--- config.mk ---
export PLATFORM = sky130hd
export DESIGN_NAME = bus_arbiter
export DESIGN_NICKNAME = d
export VERILOG_FILES = /design/src/rtl/bus_arbiter.sv
export SDC_FILE = /design/constraint.sdc
export NUM_CORES = 1
export LEC_CHECK = 0
export ABC_AREA = 1
export CORE_ASPECT_RATIO = 0.9
export CORE_MARGIN = 3
export CORE_UTILIZATION = 50
export CTS_BUF_LIST = sky130_fd_sc_hd__clkbuf_8
export DETAILED_ROUTE_END_ITERATION = 12
export PLACE_DENSITY = 0.82
export REMOVE_ABC_BUFFERS = 1
export SLEW_MARGIN = 40
export SYNTH_ARGS = -nofsm -noshare
export SYNTH_HDL_FRONTEND = slang
export SYNTH_SLANG_ARGS = --single-unit
--- constraint.sdc ---
create_clock -name clk -period 3.45 [get_ports clk]
set_input_delay 0.69 -clock clk [delete_from_list [all_inputs] [get_ports clk]]
set_output_delay 0.69 -clock clk [all_outputs]
set_load 0.05 [all_outputs]
--- src/rtl/bus_arbiter.sv ---
// bus_arbiter: round-robin arbiter with a registered one-hot grant, release on done/drop/hold-limit, and a timeout pulse.
module bus_arbiter #(
  parameter int N_REQ    = 4,
  parameter int ID_W     = $clog2(N_REQ),
  parameter int MAX_HOLD = 16
) (
  input  logic             clk,
  input  logic             rst_n,
  input  logic [N_REQ-1:0] req,
  input  logic             done,
  output logic [N_REQ-1:0] gnt,
  output logic             gnt_valid,
  output logic [ID_W-1:0]  gnt_id,
  output logic             timeout
);
  typedef enum logic {IDLE, BUSY} state_t;
  localparam logic [N_REQ-1:0] ONE = N_REQ'(1);
  state_t state;
  logic [ID_W-1:0] ptr;
  logic [ID_W-1:0] nxt_ptr;
  logic [7:0] hold;
  logic [N_REQ-1:0] others;
  logic expire;
  logic rel;
  function automatic logic [ID_W-1:0] pick(input logic [N_REQ-1:0] r, input logic [ID_W-1:0] p);
    logic [ID_W-1:0] s;
    logic f;
    int idx;
    s = '0;
    f = 1'b0;
    for (int k = 0; k < N_REQ; k++) begin
      idx = int'(p) + k;
      if (idx >= N_REQ) idx = idx - N_REQ;
      if (!f && r[idx]) begin
        s = ID_W'(idx);
        f = 1'b1;
      end
    end
    return s;
  endfunction
  always_comb begin
    nxt_ptr = (gnt_id == ID_W'(N_REQ - 1)) ? '0 : gnt_id + 1'b1;
    others  = req & ~gnt;
    expire  = hold == 8'(MAX_HOLD - 1);
    rel     = done || !req[gnt_id] || expire;
  end
  always_ff @(posedge clk) begin
    if (!rst_n) begin
      state     <= IDLE;
      gnt       <= '0;
      gnt_valid <= 1'b0;
      gnt_id    <= '0;
      timeout   <= 1'b0;
      ptr       <= '0;
      hold      <= '0;
    end else begin
      timeout <= 1'b0;
      if (state == IDLE) begin
        if (|req) begin
          state     <= BUSY;
          gnt       <= ONE << pick(req, ptr);
          gnt_id    <= pick(req, ptr);
          gnt_valid <= 1'b1;
          hold      <= '0;
        end
      end else if (rel) begin
        ptr     <= nxt_ptr;
        timeout <= expire && !done;
        hold    <= '0;
        if (|others) begin
          gnt    <= ONE << pick(others, nxt_ptr);
          gnt_id <= pick(others, nxt_ptr);
        end else begin
          state     <= IDLE;
          gnt       <= '0;
          gnt_valid <= 1'b0;
          gnt_id    <= '0;
        end
      end else begin
        hold <= hold + 8'd1;
      end
    end
  end
endmodule

---- Word level (Yosys, flattened, before mapping) ----
Index checks and enable logic that the tools add are counted.
storage, ports and cells
  register bits ........................... 19
  latch bits .............................. 0
  bits in writable memories ............... 0
  memory bits (read-only) ................. 0
  bits of input ports ..................... 7
  output and inout bits ................... 8
  logic and storage cells ................. 195
  memories kept ........................... 0
cells by class
  $add $sub $neg .......................... 16
  multiply operators ...................... 0
  div/mod/pow operators ................... 0
  order comparisons ....................... 17
  eq/ne operators ......................... 4
  shift operators ......................... 2
  muxes and demuxes ....................... 123
  bitwise logic cells ..................... 2
  reduce and logical (&&, ||, !) cells .... 24
operator list
  kind                                                         count
  two-way mux 32 bit                                           36
  less-than comparator 32 x 4 -> 1 bit, second input constant  8
  two-way mux 1 bit                                            52
  two-way mux 2 bit                                            19
  two-way mux 8 bit                                            3
  subtractor 3 x 3 -> 4 bit, second input constant             6
  binary-select mux 1 bit (select 2 bit)                       9
  >= comparator 3 bit, second input constant                   6
  two-way mux 4 bit                                            4
  adder 2 x 2 -> 3 bit, second input constant                  4
  adder 8 x 1 -> 8 bit, second input constant                  1
  == test 8 x 4 -> 1 bit, second input constant                1
  logical NOT 1 bit                                            8
  OR reduction 4 bit                                           2
  left shift 1 x 2 -> 4 bit, first input constant              2
  subtractor 2 x 3 -> 4 bit, second input constant             2
  logical AND 1 bit                                            7
  adder 2 x 1 -> 3 bit, second input constant                  2
  >= comparator 2 x 3 -> 1 bit, second input constant          2
  AND reduction 3 bit                                          2
  bitwise AND 4 bit                                            1
  NOT 4 bit                                                    1
  AND reduction 2 bit                                          2
  less-than comparator 2 x 3 -> 1 bit, second input constant   1
  other kinds (6)                                              7

---- Logic depth before layout (Yosys ltp) ----
Gate-level depths: netlist of run 1.
  word-level depth ........................ 41
  mapped depth ............................ 15

---- Worst setup path after synthesis of run 1 ----
No wires, ideal clock.
  kind .................................... register to register
  from .................................... register gnt_id[0]
  to ...................................... register gnt[2]
  setup time .............................. 0.064 ns
  data arrival time ....................... 2.153 ns
  data required time ...................... 3.386 ns
  slack ................................... 1.232 ns
  stages on the path, launching flop included .. 15
  path buffers ............................ 0
  clock period less this slack ............ 2.218 ns
  cell sequence ........................... dfxtp_1 > ha_1 > inv_1 > nand2_1 > nand2_1 > nand2_1 > nand2_2 > nand2_1 > nor2_1 > nand2_1 > nand2_2 > nand2_2 > nor2_2 > nor2_1 > nor2_1
on the way
  cells in the longest elaborated chain, start to end .. 41
  elaborated cells on any way between the ends .. 86
  those cells by class .................... add/sub: 8; order compare: 4; eq/ne: 2; shift: 1; mux: 61; reduce/logical: 10
RTL lines
  item                                                                       RTL line  text
  start, declared                                                            13        output logic [ID_W-1:0] gnt_id,
  start signal, assigned                                                     62        gnt_id <= pick(req, ptr);
  start signal, assigned                                                     72        gnt_id <= pick(others, nxt_ptr);
  adder 2 x 1 -> 2 bit or == test 2 bit (tied branches)                      42        nxt_ptr = (gnt_id == ID_W'(N_REQ - 1)) ? '0 : gnt_id + 1'b1;
  two-way mux 2 bit *                                                        42
  named net nxt_ptr[1]                                                       20        logic [ID_W-1:0] nxt_ptr;
  subtractor 2 x 3 -> 4 bit or >= comparator 2 x 3 -> 1 bit (tied branches)  33        if (idx >= N_REQ) idx = idx - N_REQ;
  two-way mux 32 bit                                                         33
  two-way mux 32 bit                                                         70        if (|others) begin
  two-way mux 32 bit                                                         66        end else if (rel) begin
  two-way mux 32 bit                                                         58        if (state == IDLE) begin
  [... 26 more ...]                                                          n/a
  two-way mux 2 bit *                                                        70
  two-way mux 2 bit *                                                        66
  two-way mux 2 bit *                                                        58
  two-way mux 2 bit *                                                        48        if (!rst_n) begin
  left shift 1 x 2 -> 4 bit *                                                71        gnt <= ONE << pick(others, nxt_ptr);
  two-way mux 4 bit *                                                        70
  two-way mux 4 bit *                                                        66
  two-way mux 4 bit *                                                        58
  end signal, assigned                                                       61        gnt <= ONE << pick(req, ptr);
  end signal, assigned                                                       71
  end, declared                                                              11        output logic [N_REQ-1:0] gnt,
The timed path passes the listed nets; every way through them passes the cells marked *. The select of a mux whose other input is x is not followed.
A chain may end at the register's enable or synchronous reset.

---- Worst setup path in the final report of run 1 ----
  from .................................... register gnt_id[0]
  to ...................................... output port gnt_id[0]
No word-level cell between the ends.

==> impl_metrics.py, run 1 <==
metrics = {
    "timing": {
        "fmax_ghz": 0.422,
        "fin_skew_ns": 0.00314,
        "final.setup.tns_ns": 0,
        "rsz0062_at_grt": "false",
        "timing_hold_violations_final": 0,
        "max-slew-margin-rel_pct": 66.0,
        "post-route-period-util_pct": 68.6,
        "maxSlewViolCount": 0,
        "fin_hold_ws_ns": 0.495,
        "worst_pin_slew_ns": 0.509,
        "setup_viol": 0,
        "period_minus_slack_ns": 2.37,
    },
    "yosys": {
        "yosysUniqueCellTypes": 28,
        "postSynthCellCount": 265,
        "async_flop_share_pct": 0,
        "netlist.area_leader.share_pct": 26.4,
        "ys_ff_latch": 19,
        "yosysSeqAreaShare_pct": 25.2,
        "netlist_area_sq_mm": 0.00151,
        "synthTopCellsByArea": "nand2_1 26%, dfxtp_1 25%, nor2_1 7.2%",
        "synth-main-ff-cell": "dfxtp_1",
        "avgSynthCellArea_sq_um": 5.69,
        "synth_top_area_cell": "nand2_1",
        "yosysWarnings": 0,
        "synth_edf_count": 0,
    },
    "place": {
        "dpl.hpwl_um": 2780,
        "place_congestion": 0.912,
        "dpl_cell_area_sq_mm": 0.00170,
        "portBuffers": 14,
    },
    "global_routing": {
        "grt.total_usage_pct": 20.4,
        "met3_usage_pct": 3.88,
        "grt_max_degree": 13,
        "grt_pass1_vias": 1335,
        "met1_usage_pct": 31.0,
        "overflow": 0,
        "busiest_layer": "met1",
        "antenna_found_initial": 0,
        "grt_pass1_wl_um": 6070,
        "met2_usage_pct": 29.6,
    },
    "cells_and_area": {
        "n_antenna_cell": 0,
        "drive_gt1_share_pct": 8.16,
        "synthToLayoutAreaGrowth_pct": 15.6,
        "finalNetCount": 292,
        "multi_input_area_sq_mm": 0.00102,
        "seq_area_sq_um": 380,
        "design_area_sq_mm": 0.00174,
        "fillCellCount": 280,
    },
    "worst_setup_path": {
        "r2r-end": "gnt[2]",
        "critPathRequiredTime_ns": 2.76,
        "crit_end": "gnt_id[0]",
        "reg2reg_depth": 14,
        "cp_data_arrival_time_ns": 1.68,
        "cpPeakStageDelay_ns": 0.88,
        "critPathKind": "reg2out",
        "worstPathCellList": "clkdlybuf4s50_1",
        "path_depth": 1,
        "r2r_setup_slack_ns": 1.21,
        "worstPathBufferInverterCount": 1,
        "cp-start-kind": "register",
        "cp_max_fo": 8,
        "slowest_stage": "clkdlybuf4s50_1",
        "r2r-start": "gnt_id[0]",
        "crit_start": "gnt_id[0]",
        "crit_family": "buffers and inverters",
        "endpoint_kind": "output port",
    },
    "power": {
        "p_leak_nw": 0.824,
        "cellPowerDensity_mw_per_mm2": 935,
        "vdd.ir_drop.worst_mv": 0.679,
    },
    "routing": {
        "dr.pass1.iters": 4,
        "drt-total-wl_um": 3740,
        "drt_iter0_drc": 174,
        "antenna_left": 0,
        "vias_per_cell": 5.12,
        "wire_per_inst_um": 11.6,
        "drc": 0,
        "vias": 1650,
    },
    "floorplanning": {
        "core_area_sq_mm": 0.00282,
        "die_area_sq_mm": 0.00371,
        "row_count": 18,
        "initial_utilization_pct": 53.6,
        "die_w_um": 63.9,
        "die_h_um": 58.1,
        "io_pins": 15,
    },
    "hold_path": {
        "hp-class": "reg2reg",
    },
    "run_status": {
        "outcome": "finished, final reports clean",
    },
    "clock_network": {
        "htree_levels": 1,
        "cts.sink_count": 19,
        "cts_buffers": 3,
        "post_cts_buffers": 0,
        "clk_path_buf_depth": 2,
        "tritoncts": "yes",
        "cts-root-buf": "clkbuf_8",
        "path_clk_slew_ns": 0.07,
        "clk_latency_ns": 0.25,
        "post_cts_resized": 0,
        "postCtsHoldBufs": 0,
    },
    "flow_run": {
        "drv_cap": 0,
    },
}
==> layout make-up <==
class                   count  share of cell area (%)
clock buffers               3                    2.37
clock inverters             1                   0.287
inverters                  26                    5.60
multi-input cells         218                    58.6
flip-flops and latches     19                    21.8
well taps                  40                    2.87
repair buffers             15                    8.46
==> cells in the mapped netlist, types with 2 or more instances <==
cell and n:
a21oi_1 16, nor2_4 3, a221oi_1 2, nand2_2 11, dfxtp_1 19, nand3b_1 2, ha_1 2, xor2_1 2
o21bai_1 2, nand2_1 106, nor2_1 29, and2_1 2, nand4_1 2, clkinv_1 3, o21ai_0 12, nand3_1 18
o211ai_1 2, inv_1 21, inv_2 2
==> cell families after synthesis <==
| kind of cell | after synthesis | synth area share (%) |
|---|---|---|
| fa+ha+maj | 2 | 1.66 |
| compound gates | 38 | 14.3 |
| buf+inv | 28 | 7.05 |
| simple gates | 176 | 50.6 |
| xor+xnor | 2 | 1.16 |
| flops | 19 | 25.2 |
==> where the power goes <==
group          switching, mW  internal [mW]  total, mW
sequential            0.0719          0.265      0.336
combinational          0.775          0.365       1.14
clock                 0.0740         0.0802      0.154
==> routing by layer <==
layer,routed length [um],vias to the layer above
li1,-,880
met1,2010,712
met2,1470,54
met5,0,-
met4,37,0
met3,217,4
==> registers in the layout (all words and copies together), names as in the netlist <==
register and count:
gnt 4, gnt_id 2, gnt_valid 1, hold 8
ptr 2, state 1, timeout 1
==> how the worst min path moves through the flow <==
stage	startpoint	depth (start not counted)	end
floorplan	hold[6]	2	hold[6]
global placement	hold[1]	2	hold[1]
detailed placement	hold[6]	2	hold[6]
CTS	hold[6]	2	hold[6]
global route	hold[6]	2	hold[6]
finish	hold[6]	2	hold[6]
==> stage by stage <==
step           setup WS (ns)  total power [mW]  util [%]  instances
3_3_place_gp           0.993              1.45      60.3        318
4_1_cts                 1.08              1.62      62.0        322
5_1_grt                0.955              1.79      62.0        322
2_1_floorplan           1.23              1.18         -        263
3_5_place_dp           0.972              1.46      60.3        318
6_report                1.08              1.63      62.0        322
==> cell usage in the layout (no fill, tap or decap), drive strengths merged, types with 3 or more instances in the layout <==
cell	count
clkdlybuf4s50	14
nand3	18
clkinv	4
o21ai	13
dfxtp	19
nand2	118
clkbuf	3
nor2	33
a21oi	16
inv	23
Power figures use the tool's default switching activity.
==> run 2: changes to the inputs <==
--- a/config.mk
+++ b/config.mk
@@ -11,7 +11,7 @@
 export CORE_UTILIZATION = 50
 export CTS_BUF_LIST = sky130_fd_sc_hd__clkbuf_8
 export DETAILED_ROUTE_END_ITERATION = 12
-export PLACE_DENSITY = 0.82
+export PLACE_DENSITY = 0.85
 export REMOVE_ABC_BUFFERS = 1
 export SLEW_MARGIN = 40
 export SYNTH_ARGS = -nofsm -noshare
==> constraint.sdc (replaced) <==
create_clock -name clk -period 1.98 [get_ports clk]
set_input_delay 0.396 -clock clk [delete_from_list [all_inputs] [get_ports clk]]
set_output_delay 0.396 -clock clk [all_outputs]
set_load 0.05 [all_outputs]
==> run 2 against run 1 <==
Compared with the run above:
- worst hold slack worse by 0.0098 ns
- clock skew hardly changed
- via count grew 5.2%
- die area is the same
- sequential power increased by 57%
- combinational power rose by 100%
- count of clock-buffer cells in the layout stayed put
- wire length is 1.6% higher
- flip-flop and latch count is the same
- clock power increased by 67%
- non-clock buffer count is 19 higher
- register-to-register slack worse by 1.0 ns
- largest power group unchanged
- highest routed layer unchanged
==> impl_metrics.py, run 2 (same netlist as run 1, synthesis figures left out) <==
metrics = {
    "worst_setup_path": {
        "cp_max_fo": 4,
        "r2r-start": "gnt_id[0]",
        "worstPathCellList": "buf_4, clkdlybuf4s50_1",
        "path_depth": 2,
        "endpoint_kind": "output port",
        "critPathRequiredTime_ns": 1.58,
        "r2r_setup_slack_ns": 0.17,
        "r2r-end": "gnt[2]",
        "worstPathBufferInverterCount": 2,
        "cpPeakStageDelay_ns": 0.81,
        "cp-start-kind": "register",
        "critPathKind": "reg2out",
        "reg2reg_depth": 14,
        "cp_data_arrival_time_ns": 1.54,
        "slowest_stage": "clkdlybuf4s50_1",
        "crit_start": "gnt_id[1]",
        "crit_family": "buffers and inverters",
        "crit_end": "gnt_id[1]",
    },
    "routing": {
        "wl_met3_um": 185,
        "wl_met1_um": 1840,
        "antenna_left": 0,
        "wire_per_inst_um": 11.1,
        "top_layer": "met4",
        "drt-total-wl_um": 3800,
        "vias_per_cell": 5.09,
        "drc": 0,
        "dr_wl_met2_um": 1710,
        "vias": 1736,
        "drt_iter0_drc": 188,
        "dr.pass1.iters": 4,
    },
    "floorplanning": {
        "die_area_sq_mm": 0.00371,
        "die_h_um": 58.1,
        "die_w_um": 63.9,
        "row_count": 18,
        "io_pins": 15,
        "core_area_sq_mm": 0.00282,
        "initial_utilization_pct": 53.6,
    },
    "place": {
        "dpl.hpwl_um": 2940,
        "place_inst": 333,
        "portBuffers": 14,
        "place_congestion": 0.948,
    },
    "timing": {
        "post-route-period-util_pct": 97.7,
        "worst_pin_slew_ns": 0.514,
        "setup_viol": 0,
        "fin_hold_ws_ns": 0.485,
        "timing_hold_violations_final": 0,
        "fin_skew_ns": 0.00295,
        "maxSlewViolCount": 0,
        "fmax_ghz": 0.517,
        "period_minus_slack_ns": 1.93,
        "max-slew-margin-rel_pct": 65.6,
    },
    "hold_path": {
        "worstHoldStart": "hold[6]",
        "hp-class": "reg2reg",
    },
    "clock_network": {
        "clk_latency_ns": 0.25,
        "htree_levels": 1,
        "path_clk_slew_ns": 0.07,
        "cts.sink_count": 19,
        "tritoncts": "yes",
        "cts_buffers": 3,
        "clk_path_buf_depth": 2,
        "cts-root-buf": "clkbuf_8",
    },
    "power": {
        "vdd.ir_drop.worst_mv": 0.845,
        "p_leak_nw": 0.934,
        "total_power_mw": 3.09,
        "cellPowerDensity_mw_per_mm2": 1620,
    },
    "cells_and_area": {
        "final_cells": 341,
        "most-common-layout-cells": "104 x nand2_1, 26 x nor2_1, 22 x buf_4",
        "n_antenna_cell": 0,
        "finalNetCount": 311,
        "final_common_cell": "nand2_1",
        "synthToLayoutAreaGrowth_pct": 26.8,
        "reg.largest.list": "hold (8), gnt (4)",
        "drive_gt1_share_pct": 18.9,
        "registers.top_by_ff_count": "hold",
        "largest_reg_flops": 8,
    },
    "global_routing": {
        "grt_max_degree": 12,
        "grt_pass1_vias": 1609,
        "grt_pass1_wl_um": 6710,
        "grt.total_usage_pct": 21.6,
        "overflow": 0,
        "antenna_found_initial": 0,
    },
    "run_status": {
        "outcome": "finished, final reports clean",
    },
    "flow_run": {
        "drv_cap": 0,
    },
}
## run 2: changes by cell type in the layout (fill, tap and decap cells not counted), sizes merged
cell           previous run  this run
inv                      23        24
buf                       1        22
dlymetal6s2s              0         2
clkinv                    4         3
clkdlybuf4s50            14        10
## run 2: where the power goes
part / switching [mW] / total [mW] / internal, mW
clock network: 0.119 / 0.257 / 0.138
logic: 1.48 / 2.31 / 0.821
registers: 0.0688 / 0.528 / 0.460
## run 2: worst reg2reg max path, cell delays in order (launching register included)
cell and delay [ns]:
dfxtp_1 0.32, ha_2 0.34, buf_4 0.13, nand2_1 0.05
nand2_1 0.12, nand2_1 0.10, nand2_2 0.10, nand2_1 0.06
nor2_1 0.09, nand2_1 0.06, nand2_2 0.10, nand2_2 0.07
nor2_2 0.08, nor2_1 0.05, nor2_1 0.08
## run 2: what timing repair did
action                                  in CTS  in global routing
endpoints found under the setup margin       0                  7
hold buffers                                 0                  0
buffers inserted                             0                  4
gates resized for setup                      0                 19
## run 2: through the flow
stage | utilization (%) | setup slack [ns] | cell area (sq um) | TNS (ns)
2_1_floorplan | - | -0.238 | 1500 | -1.25
3_3_place_gp | 64.1 | -0.159 | 1810 | -1.02
3_5_place_dp | 64.1 | -0.170 | 1810 | -1.34
4_1_cts | 65.7 | 0.0567 | 1850 | 0
5_1_grt | 68.0 | -0.0230 | 1910 | -0.0230
6_report | 68.0 | 0.0464 | 1910 | 0
## run 2: per-layer routing
metal | vias to the layer above | track usage, %
met5 | - | 0
met4 | 0 | 5.23
met3 | 11 | 2.91
met2 | 44 | 37.1
met1 | 759 | 28.7
li1 | 922 | -
## run 2: cell type report
type / instances / area, sq um
Fill cell: 250 / 902
Timing Repair Buffer: 34 / 290
Clock buffer: 3 / 41.3
Multi-Input combinational cell: 218 / 1050
Inverter: 26 / 97.6
Clock inverter: 1 / 3.75
Tap cell: 40 / 50.0
Sequential cell: 19 / 380
## run 2: worst min-delay path by stage
stage	cells after the start	slack [ns]	to
2_1_floorplan	2	0.46	hold[6]
3_3_place_gp	2	0.47	hold[6]
3_5_place_dp	2	0.48	hold[6]
4_1_cts	2	0.49	hold[6]
5_1_grt	2	0.52	hold[1]
6_report	2	0.48	hold[6]
==> run 3: changes to the inputs <==
--- a/config.mk
+++ b/config.mk
@@ -7,13 +7,13 @@
 export LEC_CHECK = 0
 export ABC_AREA = 1
 export CORE_ASPECT_RATIO = 0.9
-export CORE_MARGIN = 3
+export CORE_MARGIN = 2
 export CORE_UTILIZATION = 50
 export CTS_BUF_LIST = sky130_fd_sc_hd__clkbuf_8
 export DETAILED_ROUTE_END_ITERATION = 12
 export PLACE_DENSITY = 0.85
 export REMOVE_ABC_BUFFERS = 1
-export SLEW_MARGIN = 40
+export SLEW_MARGIN = 20
 export SYNTH_ARGS = -nofsm -noshare
 export SYNTH_HDL_FRONTEND = slang
 export SYNTH_SLANG_ARGS = --single-unit
==> run 3 against run 2 <==
Compared with the run above:
- final area increased by 0.98%
- global-route usage increased by 1.3 points
- count of clock-buffer cells in the layout unchanged
- critical endpoint is now gnt[2]
- largest cell class unchanged
==> impl_metrics.py, run 3 (same netlist as run 1, synthesis figures left out) <==
metrics = {
    "run_status": {
        "outcome": "finished, final reports clean",
    },
    "floorplanning": {
        "die_h_um": 56.1,
        "initial_utilization_pct": 53.6,
        "core_area_sq_mm": 0.00282,
        "die_area_sq_mm": 0.00347,
        "io_pins": 15,
        "die_w_um": 61.9,
        "row_count": 18,
    },
    "worst_setup_path": {
        "slowest_stage": "clkdlybuf4s50_1",
        "endpoint_kind": "output port",
        "r2r-end": "gnt[0]",
        "critPathKind": "reg2out",
        "critPathRequiredTime_ns": 1.58,
        "crit_family": "buffers and inverters",
        "worstPathBufferInverterCount": 1,
        "worstPathCellList": "clkdlybuf4s50_1",
        "reg2reg_depth": 11,
        "cpPeakStageDelay_ns": 0.83,
        "cp_data_arrival_time_ns": 1.50,
        "cp-start-kind": "register",
        "r2r_setup_slack_ns": 0.18,
        "cp_max_fo": 4,
        "r2r-start": "hold[0]",
    },
    "routing": {
        "drt-total-wl_um": 3810,
        "wire_per_inst_um": 11.1,
        "vias": 1780,
        "antenna_left": 0,
        "top_layer": "met4",
        "wl_met1_um": 1800,
        "dr_wl_met2_um": 1790,
        "wl_met3_um": 180,
        "drc": 0,
        "vias_per_cell": 5.19,
        "dr.pass1.iters": 4,
        "drt_iter0_drc": 142,
    },
    "cells_and_area": {
        "registers.top_by_ff_count": "hold",
        "drive_gt1_share_pct": 17.5,
        "reg.largest.list": "hold (8), gnt (4)",
        "final_common_cell": "nand2_1",
        "finalNetCount": 313,
        "n_antenna_cell": 0,
        "synthToLayoutAreaGrowth_pct": 28.0,
        "final_cells": 343,
        "most-common-layout-cells": "104 x nand2_1, 27 x nor2_1, 22 x buf_4",
        "design_area_sq_mm": 0.00193,
        "fin_util_pct": 68.6,
        "largest_reg_flops": 8,
    },
    "clock_network": {
        "postCtsHoldBufs": 0,
        "cts.sink_count": 19,
        "clk_path_buf_depth": 2,
        "tritoncts": "yes",
        "path_clk_slew_ns": 0.07,
        "cts-root-buf": "clkbuf_8",
        "htree_levels": 1,
        "cts_buffers": 3,
        "clk_latency_ns": 0.26,
    },
    "power": {
        "p_leak_nw": 0.939,
        "cellPowerDensity_mw_per_mm2": 1630,
        "total_power_mw": 3.15,
        "vdd.ir_drop.worst_mv": 0.954,
    },
    "timing": {
        "fmax_ghz": 0.526,
        "period_minus_slack_ns": 1.90,
        "timing_hold_violations_final": 0,
        "setup_viol": 0,
        "maxSlewViolCount": 0,
        "max-slew-margin-rel_pct": 66.2,
        "post-route-period-util_pct": 95.9,
        "worst_pin_slew_ns": 0.505,
        "fin_hold_ws_ns": 0.493,
        "fin_skew_ns": 0.00169,
    },
    "place": {
        "portBuffers": 14,
        "place_inst": 336,
        "place_congestion": 0.940,
        "dpl_cell_area_sq_mm": 0.00183,
        "dpl.hpwl_um": 2980,
    },
    "global_routing": {
        "grt.total_usage_pct": 22.9,
        "grt_max_degree": 12,
        "grt_pass1_wl_um": 6170,
        "overflow": 0,
        "grt_pass1_vias": 1500,
        "antenna_found_initial": 0,
    },
    "hold_path": {
        "hp-class": "reg2reg",
        "worstHoldStart": "hold[6]",
        "whs_endpoint": "hold[6]",
        "min_path_cells": 2,
    },
    "flow_run": {
        "drv_cap": 0,
    },
}
## run 3: cell count changes in the layout (fill, tap and decap cells not counted), sizes merged
cell           change
buf                +1
dlymetal6s2s       -1
clkdlybuf4s50      +2
## run 3: power by group
part           leakage [nW]  switching [mW]  total (mW)  internal, mW
clock network        0.0269           0.128       0.266         0.138
registers             0.156          0.0868       0.549         0.462
logic                 0.756            1.48        2.34         0.860
## run 3: final cells by class
class / count / area, sq um
clock buffers: 3 / 41.3
clock inverters: 1 / 3.75
fillers: 247 / 883
inverters: 26 / 97.6
multi-input cells: 218 / 1050
flip-flops and latches: 19 / 382
well taps: 40 / 50.0
repair buffers: 36 / 309
## run 3: per-stage QoR
step	TNS [ns]	setup WS, ns
2_1_floorplan	-1.25	-0.238
3_3_place_gp	-1.03	-0.135
3_5_place_dp	-1.03	-0.161
4_1_cts	0	0.0774
5_1_grt	-0.00770	-0.00463
6_report	0	0.0804
## run 3: how the worst max path moves through the flow
stage | from | to | slack [ns] | cells past startpoint
global placement | req[2] | gnt[1] | -0.13 | 15
floorplan | gnt_id[0] | gnt[2] | -0.24 | 14
global route | gnt_id[1] | gnt[2] | -0.005 | 15
finish | gnt[2] | gnt[2] | 0.08 | 1
CTS | gnt[2] | gnt[2] | 0.08 | 1
detailed placement | req[3] | gnt[1] | -0.16 | 14
## run 3: what timing repair did
item,in CTS,in global routing
resized for setup,0,15
buffers inserted,0,3
endpoints found under the setup margin,0,6
## run 3: per-layer routing
metal  up-vias  global-route usage, %
met4         0                   8.51
li1        926                      -
met2        48                   36.4
met5         -                      0
met3         5                   3.26
met1       801                   30.7
